==> src/rtl/eth_mac_stats.sv <==
// Per-frame MAC statistics counters with an atomic snapshot into shadow registers and an addressed read port.
// Build option: define ETH_STATS_SATURATE_EN to make counters stick at all-ones instead of wrapping.
module eth_mac_stats #(
    parameter int CNT_W       = 32,
    parameter int BYTE_W      = 48,
    parameter int CLR_ON_SNAP = 1
) (
    input  logic              clk156,
    input  logic              sys_rst_n,
    input  logic [29:0]       rx_statistics_vector,
    input  logic              rx_statistics_valid,
    input  logic [25:0]       tx_statistics_vector,
    input  logic              tx_statistics_valid,
    input  logic              snap_req,
    output logic              snap_done,
    input  logic              rd_en,
    input  logic [2:0]        rd_addr,
    output logic [BYTE_W-1:0] rd_data,
    output logic              rd_valid
);

    typedef enum logic {S_IDLE, S_DONE} state_t;

    state_t            state_q, state_d;
    logic              capture;
    logic              rx_good_hit, tx_good_hit;
    logic [BYTE_W-1:0] rx_len, tx_len;
    logic [BYTE_W-1:0] inc [8];
    logic [BYTE_W-1:0] shd_ext [8];
    logic [BYTE_W-1:0] rd_data_q, rd_data_d;
    logic              rd_valid_q;
    logic              vec_unused;

    assign vec_unused = ^{rx_statistics_vector[29:20], tx_statistics_vector[25:20],
                          tx_statistics_vector[4:1]};

    // Per-counter increments, indexed by read address.
    assign rx_good_hit = rx_statistics_valid & rx_statistics_vector[0];
    assign tx_good_hit = tx_statistics_valid & tx_statistics_vector[0];
    assign rx_len      = BYTE_W'(rx_statistics_vector[19:5]);
    assign tx_len      = BYTE_W'(tx_statistics_vector[19:5]);

    assign inc[0] = BYTE_W'(rx_good_hit);
    assign inc[1] = BYTE_W'(rx_statistics_valid & rx_statistics_vector[1]);
    assign inc[2] = BYTE_W'(rx_statistics_valid & rx_statistics_vector[2]);
    assign inc[3] = rx_good_hit ? rx_len : '0;
    assign inc[4] = BYTE_W'(tx_good_hit);
    assign inc[5] = tx_good_hit ? tx_len : '0;
    assign inc[6] = BYTE_W'(rx_good_hit & rx_statistics_vector[3]);
    assign inc[7] = BYTE_W'(rx_good_hit & rx_statistics_vector[4]);

    always_ff @(posedge clk156 or negedge sys_rst_n) begin
        if (!sys_rst_n) begin
            state_q <= S_IDLE;
        end else begin
            state_q <= state_d;
        end
    end

    always_comb begin
        state_d = state_q;
        case (state_q)
            S_IDLE:  if (snap_req) state_d = S_DONE;
            S_DONE:  state_d = S_IDLE;
            default: state_d = S_IDLE;
        endcase
    end

    always_comb begin
        snap_done = (state_q == S_DONE);
        capture   = (state_q == S_IDLE) && snap_req;
    end

    genvar gi;
    generate
        for (gi = 0; gi < 8; gi++) begin : g_cnt
            localparam int W = (gi == 3 || gi == 5) ? BYTE_W : CNT_W;

            logic [W-1:0] cnt_q, cnt_d, shd_q, base;
            logic [W:0]   sum;

            // A frame landing on the capture edge starts the next interval, so it is added after the clear.
            assign base = (capture && CLR_ON_SNAP != 0) ? '0 : cnt_q;
            assign sum  = {1'b0, base} + (W+1)'(inc[gi]);

`ifdef ETH_STATS_SATURATE_EN
            assign cnt_d = sum[W] ? {W{1'b1}} : sum[W-1:0];
`else
            logic carry_unused;
            assign carry_unused = sum[W];
            assign cnt_d        = sum[W-1:0];
`endif

            always_ff @(posedge clk156 or negedge sys_rst_n) begin
                if (!sys_rst_n) begin
                    cnt_q <= '0;
                    shd_q <= '0;
                end else begin
                    cnt_q <= cnt_d;
                    if (capture) begin
                        shd_q <= cnt_q;
                    end
                end
            end

            assign shd_ext[gi] = BYTE_W'(shd_q);
        end
    endgenerate

    assign rd_data_d = rd_en ? shd_ext[rd_addr] : rd_data_q;

    always_ff @(posedge clk156 or negedge sys_rst_n) begin
        if (!sys_rst_n) begin
            rd_data_q  <= '0;
            rd_valid_q <= 1'b0;
        end else begin
            rd_data_q  <= rd_data_d;
            rd_valid_q <= rd_en;
        end
    end

    assign rd_data  = rd_data_q;
    assign rd_valid = rd_valid_q;

endmodule

==> config.mk <==
export PLATFORM = sky130hd
export DESIGN_NAME = eth_mac_stats
export DESIGN_NICKNAME = d
export VERILOG_FILES = /design/src/rtl/eth_mac_stats.sv
export SDC_FILE = /design/constraint.sdc
export NUM_CORES = 1
export LEC_CHECK = 0
export BUFFER_PORTS_ARGS = -buffer_cell sky130_fd_sc_hd__buf_4
export CAP_MARGIN = 20
export CORE_ASPECT_RATIO = 0.8
export CORE_MARGIN = 8
export CORE_UTILIZATION = 55
export CTS_CLUSTER_DIAMETER = 150
export DETAILED_ROUTE_END_ITERATION = 10
export HOLD_SLACK_MARGIN = 0.05
export PLACE_DENSITY_LB_ADDON = 0.05
export SYNTH_ARGS = -nofsm -noshare
export SYNTH_HDL_FRONTEND = slang
export SYNTH_SLANG_ARGS = --single-unit
==> constraint.sdc <==
create_clock -name clk156 -period 4.85 [get_ports clk156]
set_clock_uncertainty 0.2 [all_clocks]
set_input_delay 0.485 -clock clk156 [delete_from_list [all_inputs] [get_ports clk156]]
set_output_delay 0.485 -clock clk156 [all_outputs]
set_load 0.01 [all_outputs]
Word level (Yosys, flattened, before mapping)
Index checks and enable logic that the tools add are counted.

Register bits after elaboration: 626. Bits of input ports: 65. Logic and storage cells: 52.

$add $sub $neg: 8. $lt $le $gt $ge: 1. Mux-type cells: 15. Bitwise logic cells: 8. Reduce and logical (&&, ||, !) cells: 1.

Operator list (count): 32-bit by 1-bit adder with 32-bit output (6); 32-bit 2-to-1 mux (6); 48-bit 2-to-1 mux (4); 48-bit binary-select mux with 3-bit select (1); 48-bit by 15-bit adder with 48-bit output (2); 15-bit 2-to-1 mux (2); 1-bit bitwise AND (6); 4-bit >= comparator (second input constant) (1); 3-bit inverter with 4-bit output (1); 1-bit one-hot mux with 2 select lines (1); 1-bit logical AND (1); 1-bit 2-to-1 mux (1); 1-bit inverter (1).

Depth between registers and ports, before layout
Gate-level depths: netlist of the first run.

Depth after elaboration: 4. Gate-level depth with buffers: 18. Mapped depth without buffers: 11.

Worst setup path after synthesis of the first run
Ideal clock, no wire load.

Kind: in2reg. Start: in snap_req. End: reg g_cnt[5].cnt_q[34]. Data arrival time: 3714 ps. Data required time: 4572 ps. Path slack: 858 ps. Cell stages on the path: 17. Buffers on the path: 6. Path through: nand2b_4 -> buf_4 -> buf_2 -> clkbuf_1 -> clkbuf_1 -> clkbuf_1 -> and2_1 -> ha_1 -> fa_1 -> a211oi_1 -> o21bai_2 -> a21oi_2 -> o311ai_1 -> o211ai_1 -> buf_2 -> or4_1 -> a21oi_1.

Longest elaborated chain between the ends: 3.

Ends and longest elaborated chain: start, declared (line 14) `input logic snap_req,`; 1-bit logical AND (line 71) `capture = (state_q == S_IDLE) && snap_req;`; 48-bit 2-to-1 mux (line 83) `assign base = (capture && CLR_ON_SNAP != 0) ? '0 : cnt_q;`; 48-bit by 15-bit adder with 48-bit output (line 84) `assign sum = {1'b0, base} + (W+1)'(inc[gi]);`; named net g_cnt[5].sum[34] (line 80) `logic [W:0] sum;`; end signal, assigned (line 99) `cnt_q <= cnt_d;`; end, declared (line 79) `logic [W-1:0] cnt_q, cnt_d, shd_q, base;`.

The timed path passes the listed nets, and every way through them passes these cells. A chain may end at the register's enable or synchronous reset.

Worst setup path in the final report of the first run
Start: reg state_q, in the netlist snap_done. End: reg g_cnt[5].cnt_q[21].

Longest elaborated chain between the ends: 4.

Ends and longest elaborated chain: start, declared (line 24) `state_t state_q, state_d;`; start signal, assigned (line 56) `state_q <= state_d;`; 1-bit inverter (line 71); 1-bit logical AND (line 71); 48-bit 2-to-1 mux (line 83); 48-bit by 15-bit adder with 48-bit output (line 84); named net g_cnt[5].sum[21] (line 80).

The timed path passes the listed nets, and every way through them passes these cells.

==> results.md, run 1 <==
* Fin. Hold Viols at 0
* Comb power frac at ~9%
* Most common cell in the synthesized netlist: nand2_1
* Clock tree from TritonCTS: done
* Power Internal at approximately 0.0084 W
* Clock transition at path regs at approximately 0.060 ns
* Reg2reg path depth at 10
* Root Buffer: clkbuf_16
* Number of CTS-inserted buffers at between 60 and 70
* # fillers at roughly 4500
* Pin count of the biggest net entering global routing at 129
* Sequential cell area at 15670 µm²
* Clock latency on the worst-skew pair at between 0.6 and 0.7 ns
* Critical-path cell list: nand2b_4 > and2_1 > ha_1 > a211oi_1 > o21bai_1 > a211o_1 > o311a_1 > o21ai_1 > o311ai_0 > o41ai_1
* Synth top cells by count: nand2_1 (1028), dfrtp_1 (626), nor2_1 (208)
* Core box area at 53440 µm²
* IR drop worst, VDD at 0.2618 mV
* Maxcap violations at 0
* Final worst path period share at between 80% and 90%
* DRC at 0
* WP data required at just over 5 ns
* CP max stage cell: o21ai_1
* Final setup violation count at 0
* Clk buf depth at 3
* RSZ-0062 raised after global routing: no
* YS warnings at 0
* Initial cell density of the core at a little under three fifths
* Switching portion of total power at 24.89%
* Cells after synthesis at 3094
* N_diodes at 0
* Die height at roughly 220 µm
* Crit. Startpoint: snap_done$_DFF_PN0_
* Post-Route WL at roughly 71000 µm
* Max-slew violations at 0
* Worst-path maximum fanout at 28
* Register area share after synthesis at 53.09%
* Hold WC Path Type: input pin to register
* Pwr/cell area at ~340 nW/µm²
* Critical R2R Capture: g_cnt[5].cnt_q[21]$_DFF_PN0_
* Setup TNS at 0 ns
* Multi-input logic area at ~13000 µm²
* Final #Nets at 3254
* Worst path max stage delay at 0.81 ns
* Buffers on Ports at 94
* Largest area contributor in the netlist: dfrtp_1
* Part of the power in the clock network at between 40% and 50%
* Reg2Reg Launch Point: snap_done$_DFF_PN0_
* Io pins at around 120
* Top cell type's share of synthesized area at between 50% and 60%
* Ys flop type: dfrtp_1
* Count of flip-flops with a built-in enable after synthesis at 0
* WS Path Type: register to register
* Setup bufs post-CTS at 0
* Via density at ~5.6
* Critical Path End: g_cnt[5].cnt_q[21]$_DFF_PN0_
* Mapped Area at 29510 µm²
* DR pass1 iterations at 5
* Vias in the first global route at roughly 22000
* Total power at between 0.01 and 0.015 W
* Detailed placement HPWL at 48760 µm
* Crit. End Element: register
* HP Start: snap_req
* Worst Tran Pin Value at approximately 1.1 ns
* H-tree Lvls at 2
* DRT iter0 DRCs at ~1700
* Switching power of the nets at ~0.0028 W
* Final Wtd Congestion at roughly 0.86
* DR WL/cell at between 15 and 20 µm
* Worst hold margin at ~0.15 ns
* Overflow after GRT at 0
* Achievable frequency at 249.9 MHz
* GRT Overall Usage at approximately a quarter
* CTS sink cnt at around 630
* Layout area overhead at 11.33%
* Slew HR at about a quarter
* First-pass GRT wire length at roughly 120000 µm
* Die Area at approximately 61000 µm²
* Status: finished clean
* Final min period at ~4.0 ns
* Worst setup SP type: register
* Final antenna-violating net count at 0
* Synth unique cells at 82
* Net count after synthesis at 3203
* Share of layout cells above drive strength 1 at 9.887%
* Ys async rst share at between 90% and 100%
* Flop pwr share at 50.0%
* R2r setup slk at between 0.8 and 0.9 ns
* Initial antenna violation count at 0
* Cell leakage power at approximately 16 nW
* Die width at about 270 µm
* Seq cells post-synth at 626
* Syn Area/Cell at between 9 and 10 µm²
* Worst path arrival time at between 4 and 5 ns
* Synth top area cells: dfrtp_1 (53%), nand2_1 (13%), mux4_2 (4.9%)
* Vias at roughly 22000
* Row count at 76
==> power groups by stage <==
stage	combinational (W)	clock (W)	sequential, W
3_3_place_gp	0.000978	0	0.00568
2_1_floorplan	0.000626	0	0.00563
6_report	0.00100	0.00459	0.00558
4_1_cts	0.00102	0.00469	0.00559
3_5_place_dp	0.00101	0	0.00568
5_1_grt	0.00113	0.00489	0.00561
==> placed cells by master, fill, tap and decap left out, types with 13 or more instances in the layout <==
cell,netlist,layout
buf_4,1,125
o21ai_0,69,69
mux4_2,64,64
mux2i_1,36,36
or3_1,40,40
clkbuf_8,0,13
clkbuf_16,0,61
and3_1,72,72
nand2_1,1028,1028
nor2_1,208,208
a21oi_1,105,105
nand3_1,96,96
xor2_1,126,126
nor3_1,23,23
clkinv_2,0,13
o22ai_1,16,16
nand4_1,50,50
dfrtp_1,626,626
and2_1,60,60
clkbuf_1,119,15
a22oi_1,16,16
xnor2_1,92,92
inv_1,42,42
ha_1,42,42
==> worst max-delay path: cells and delay by family (launching register included) <==
kind	cells	cell delay, ns
adders and majority gates	1	0.30
and+or+nand+nor	2	0.54
AOI/OAI and AO/OA	7	2.45
DFF	1	0.38
==> worst min-delay path by stage <==
stage / to / slack (ns) / cells past startpoint
2_1_floorplan: g_cnt[0].cnt_q[0]$_DFF_PN0_ / -0.01 / 0
3_3_place_gp: g_cnt[0].shd_q[0]$_DFFE_PN0P_ / 0.25 / 2
3_5_place_dp: g_cnt[4].shd_q[0]$_DFFE_PN0P_ / 0.25 / 2
4_1_cts: g_cnt[6].shd_q[2]$_DFFE_PN0P_ / 0.12 / 4
5_1_grt: g_cnt[6].shd_q[2]$_DFFE_PN0P_ / 0.17 / 4
6_report: g_cnt[6].shd_q[2]$_DFFE_PN0P_ / 0.15 / 4
==> metal layers <==
layer	global-route usage, %	part of all wire, %	vias up
met5	0	0	-
met4	8.242	3.4	0
met3	3.296	4.9	118
met2	36.28	45	492
met1	34.05	46	10810
li1	-	-	10390
==> layout make-up <==
cell class              instances  area share (%)
repair buffers                140           3.542
multi-input cells            2273           39.82
flip-flops and latches        626           47.69
inverters                      43          0.5294
well taps                     702           2.674
clock inverters                15          0.3809
clock buffers                  89           5.363
==> kinds of logic (layout without fill, tap and decap cells) <==
logic type      count (synthesis)  after routing  share of synthesized area [%]
flops                         626            626                          53.09
fa+ha+maj                      44             44                          1.917
mux                           100            100                          6.106
compound gates                261            261                          5.203
buf+inv                       195            287                          2.574
xor+xnor                      218            218                          6.471
simple gates                 1650           1650                          24.64
==> registers in the layout (all words and copies together), names as in the netlist <==
signal and cells:
snap_done 1, g_cnt.cnt_q 288, rd_data 48, g_cnt.shd_q 288
rd_valid 1
==> stage by stage <==
stage	cell area [µm²]	worst slack, ns	cells	utilization (%)
floorplan	29510	0.8582	3094	-
global placement	30890	0.9599	3776	57.79
detailed placement	30890	0.8044	3776	57.79
CTS	32840	0.8889	3887	61.46
global route	32850	0.5655	3888	61.47
finish	32850	0.8477	3888	61.47
==> repair_timing <==
item,CTS,global route
gates resized for setup,0,0
hold buffers,7,0
endpoints found under the hold margin,97,0
Note: power is estimated with default switching activity, not from simulation.
==> run 2, diff against run 1 <==
==> constraint.sdc (replaced) <==
create_clock -name clk156 -period 3.3 [get_ports clk156]
set_clock_uncertainty 0.2 [all_clocks]
set_input_delay 0.33 -clock clk156 [delete_from_list [all_inputs] [get_ports clk156]]
set_output_delay 0.33 -clock clk156 [all_outputs]
set_load 0.01 [all_outputs]
==> results.md, run 2 (synthesized netlist as in run 1, its figures left out) <==
* Hold Path Depth at 4
* IR drop worst, VDD at 0.4251 mV
* Status: finished clean
* Clk buf depth at 3
* WP data required at ~3.6 ns
* H-tree Lvls at 2
* Worst-path maximum fanout at 7
* Worst Tran Pin Value at approximately 1.1 ns
* Clock transition at path regs at about 0.06 ns
* Die width at ~270 µm
* Critical-path cell list: nand2b_4 > and2_4 > ha_4 > and3_4 > and3_4 > a211o_4 > o311a_4 > buf_4 > o211ai_1 > buf_4 > xor2_1 > nor2_1
* Fin. Hold Viols at 0
* M1 GR Usage at a little over a third
* HP Start: tx_statistics_vector[14]
* Worst hold margin at a little under 0.07 ns
* Detailed placement HPWL at slightly above 50000 µm
* Root Buffer: clkbuf_16
* Die Area at slightly above 60000 µm²
* Critical R2R Capture: g_cnt[5].cnt_q[41]$_DFF_PN0_
* Final Wtd Congestion at slightly below 0.9
* Final core utilization at 64.57%
* DR pass1 iterations at 5
* GRT Max-Usage Layer: met2
* N_diodes at 0
* Via density at 5.596
* Overflow after GRT at 0
* Worst path max stage delay at ~0.46 ns
* Sequential cell area at around 16000 µm²
* CTS sink cnt at between 600 and 700
* RSZ-0062 raised after global routing: yes
* WS Path Type: register to register
* Pin count of the biggest net entering global routing at 110
* Final setup violation count at 0
* Family with the most delay on the worst path: compound AO/OA/AOI/OAI gates
* DR WL/cell at roughly 18 µm
* First-pass GRT wire length at about 120000 µm
* Clock latency on the worst-skew pair at 0.63 ns
* Worst path arrival time at between 3 and 4 ns
* Final antenna-violating net count at 0
* Post-Route WL at ~74000 µm
* Final worst path period share at between 90% and 100%
* Core box area at about 53000 µm²
* Multi-input logic area at between 10000 and 15000 µm²
* Met2 global-route usage at ~37%
* Hold Path End: g_cnt[5].cnt_q[9]$_DFF_PN0_
* Buffers on Ports at 94
* Row count at between 70 and 80
* Reg2reg path depth at 12
* Pwr/cell area at approximately 500 nW/µm²
* Final min period at roughly 3.2 ns
* Initial cell density of the core at between 50% and 60%
* Commonest cells after routing, fill and taps aside: nand2_1 (1026), dfrtp_1 (625), buf_4 (208), nor2_1 (204), xor2_1 (126)
* Cell leakage power at around 17 nW
* Vias at 22380
* Layout area overhead at 16.94%
* Vias in the first global route at ~22000
* Clock tree from TritonCTS: done
* Maxcap violations at 0
* Number of CTS-inserted buffers at between 60 and 70
* Reg2Reg Launch Point: snap_done$_DFF_PN0_
* Io pins at roughly 120
* CP max stage cell: dfrtp_2
* Hold WC Path Type: input pin to register
* Final #Nets at roughly 3400
* Slew HR at ~30%
* DRT iter0 DRCs at between 1500 and 2000
* GRT Overall Usage at between 20% and 30%
* Die height at ~220 µm
* # fillers at roughly 4400
* Share of layout cells above drive strength 1 at 14.47%
* Max-slew violations at 0
* DRC at 0
* Initial antenna violation count at 0
* Grt met3 use at 3.456%
* Achievable frequency at 308.6 MHz
* Worst setup SP type: register
* R2r setup slk at 0.06 ns
* Crit. End Element: register
* Commonest non-fill, non-tap cell in the layout: nand2_1
* CP Buf/Inv Count at 2
run 2: worst max path at each step:
stage                        start                           end  slack [ns]  cells after the start
4_1_cts        snap_done$_DFF_PN0_  g_cnt[3].cnt_q[32]$_DFF_PN0_        0.01                     12
5_1_grt        snap_done$_DFF_PN0_  g_cnt[5].cnt_q[41]$_DFF_PN0_       -0.04                     12
2_1_floorplan  snap_done$_DFF_PN0_  g_cnt[5].cnt_q[18]$_DFF_PN0_       -0.20                     18
3_3_place_gp              snap_req  g_cnt[5].cnt_q[44]$_DFF_PN0_       -0.10                     13
3_5_place_dp   snap_done$_DFF_PN0_  g_cnt[3].cnt_q[44]$_DFF_PN0_       -0.13                     12
6_report       snap_done$_DFF_PN0_  g_cnt[5].cnt_q[41]$_DFF_PN0_        0.06                     12
run 2: where the power goes:
group / leakage [nW] / switching, W / total, W / internal (W)
Combinational: 6.94 / 0.00103 / 0.00171 / 0.000681
Sequential: 8.61 / 0.000227 / 0.00823 / 0.00800
Clock: 1.08 / 0.00302 / 0.00764 / 0.00462
Total: 16.6 / 0.00428 / 0.0176 / 0.0133
run 2: layer usage:
| layer | vias to the layer above | wire length [µm] |
|---|---|---|
| met5 | - | 0 |
| met4 | 0 | 2039 |
| met3 | 115 | 3344 |
| met2 | 494 | 33310 |
| met1 | 11140 | 35170 |
| li1 | 10630 | - |
run 2: worst register-to-register path: stages, from the launching register on:
cell,delay (ns)
dfrtp_2,0.46
nand2b_4,0.25
and2_4,0.21
ha_4,0.24
and3_4,0.19
and3_4,0.17
a211o_4,0.35
o311a_4,0.39
buf_4,0.15
o211ai_1,0.15
buf_4,0.16
xor2_1,0.14
nor2_1,0.05
run 2: final cells by class:
class,instances,area share (%)
flip-flops and latches,626,45.40
clock inverters,23,1.149
repair buffers,242,5.823
well taps,702,2.546
multi-input cells,2275,39.36
clock buffers,88,5.218
inverters,43,0.5040
run 2: timing repair:
action / 4_1_cts / 5_1_grt
buffers inserted: 1 / 7
hold buffers: 21 / 0
pin swaps: 0 / 8
cloned: 1 / 1
hold endpoints to repair: 144 / 0
resized for setup: 5 / 38
setup endpoints to repair: 11 / 56
run 2: per-stage QoR:
| step | instances | instance area [µm²] | TNS (ns) | worst slack (ns) | power (W) |
|---|---|---|---|---|---|
| after global routing | 3999 | 34510 | -0.1236 | -0.04091 | 0.01826 |
| after global placement | 3857 | 31790 | -0.3162 | -0.1031 | 0.009959 |
| after floorplan | 3094 | 29860 | -5.072 | -0.1991 | 0.009272 |
| after CTS | 3991 | 34250 | 0 | 0.01349 | 0.01771 |
| after detailed placement | 3857 | 31790 | -0.5133 | -0.1326 | 0.01001 |
| final | 3999 | 34510 | 0 | 0.05940 | 0.01758 |
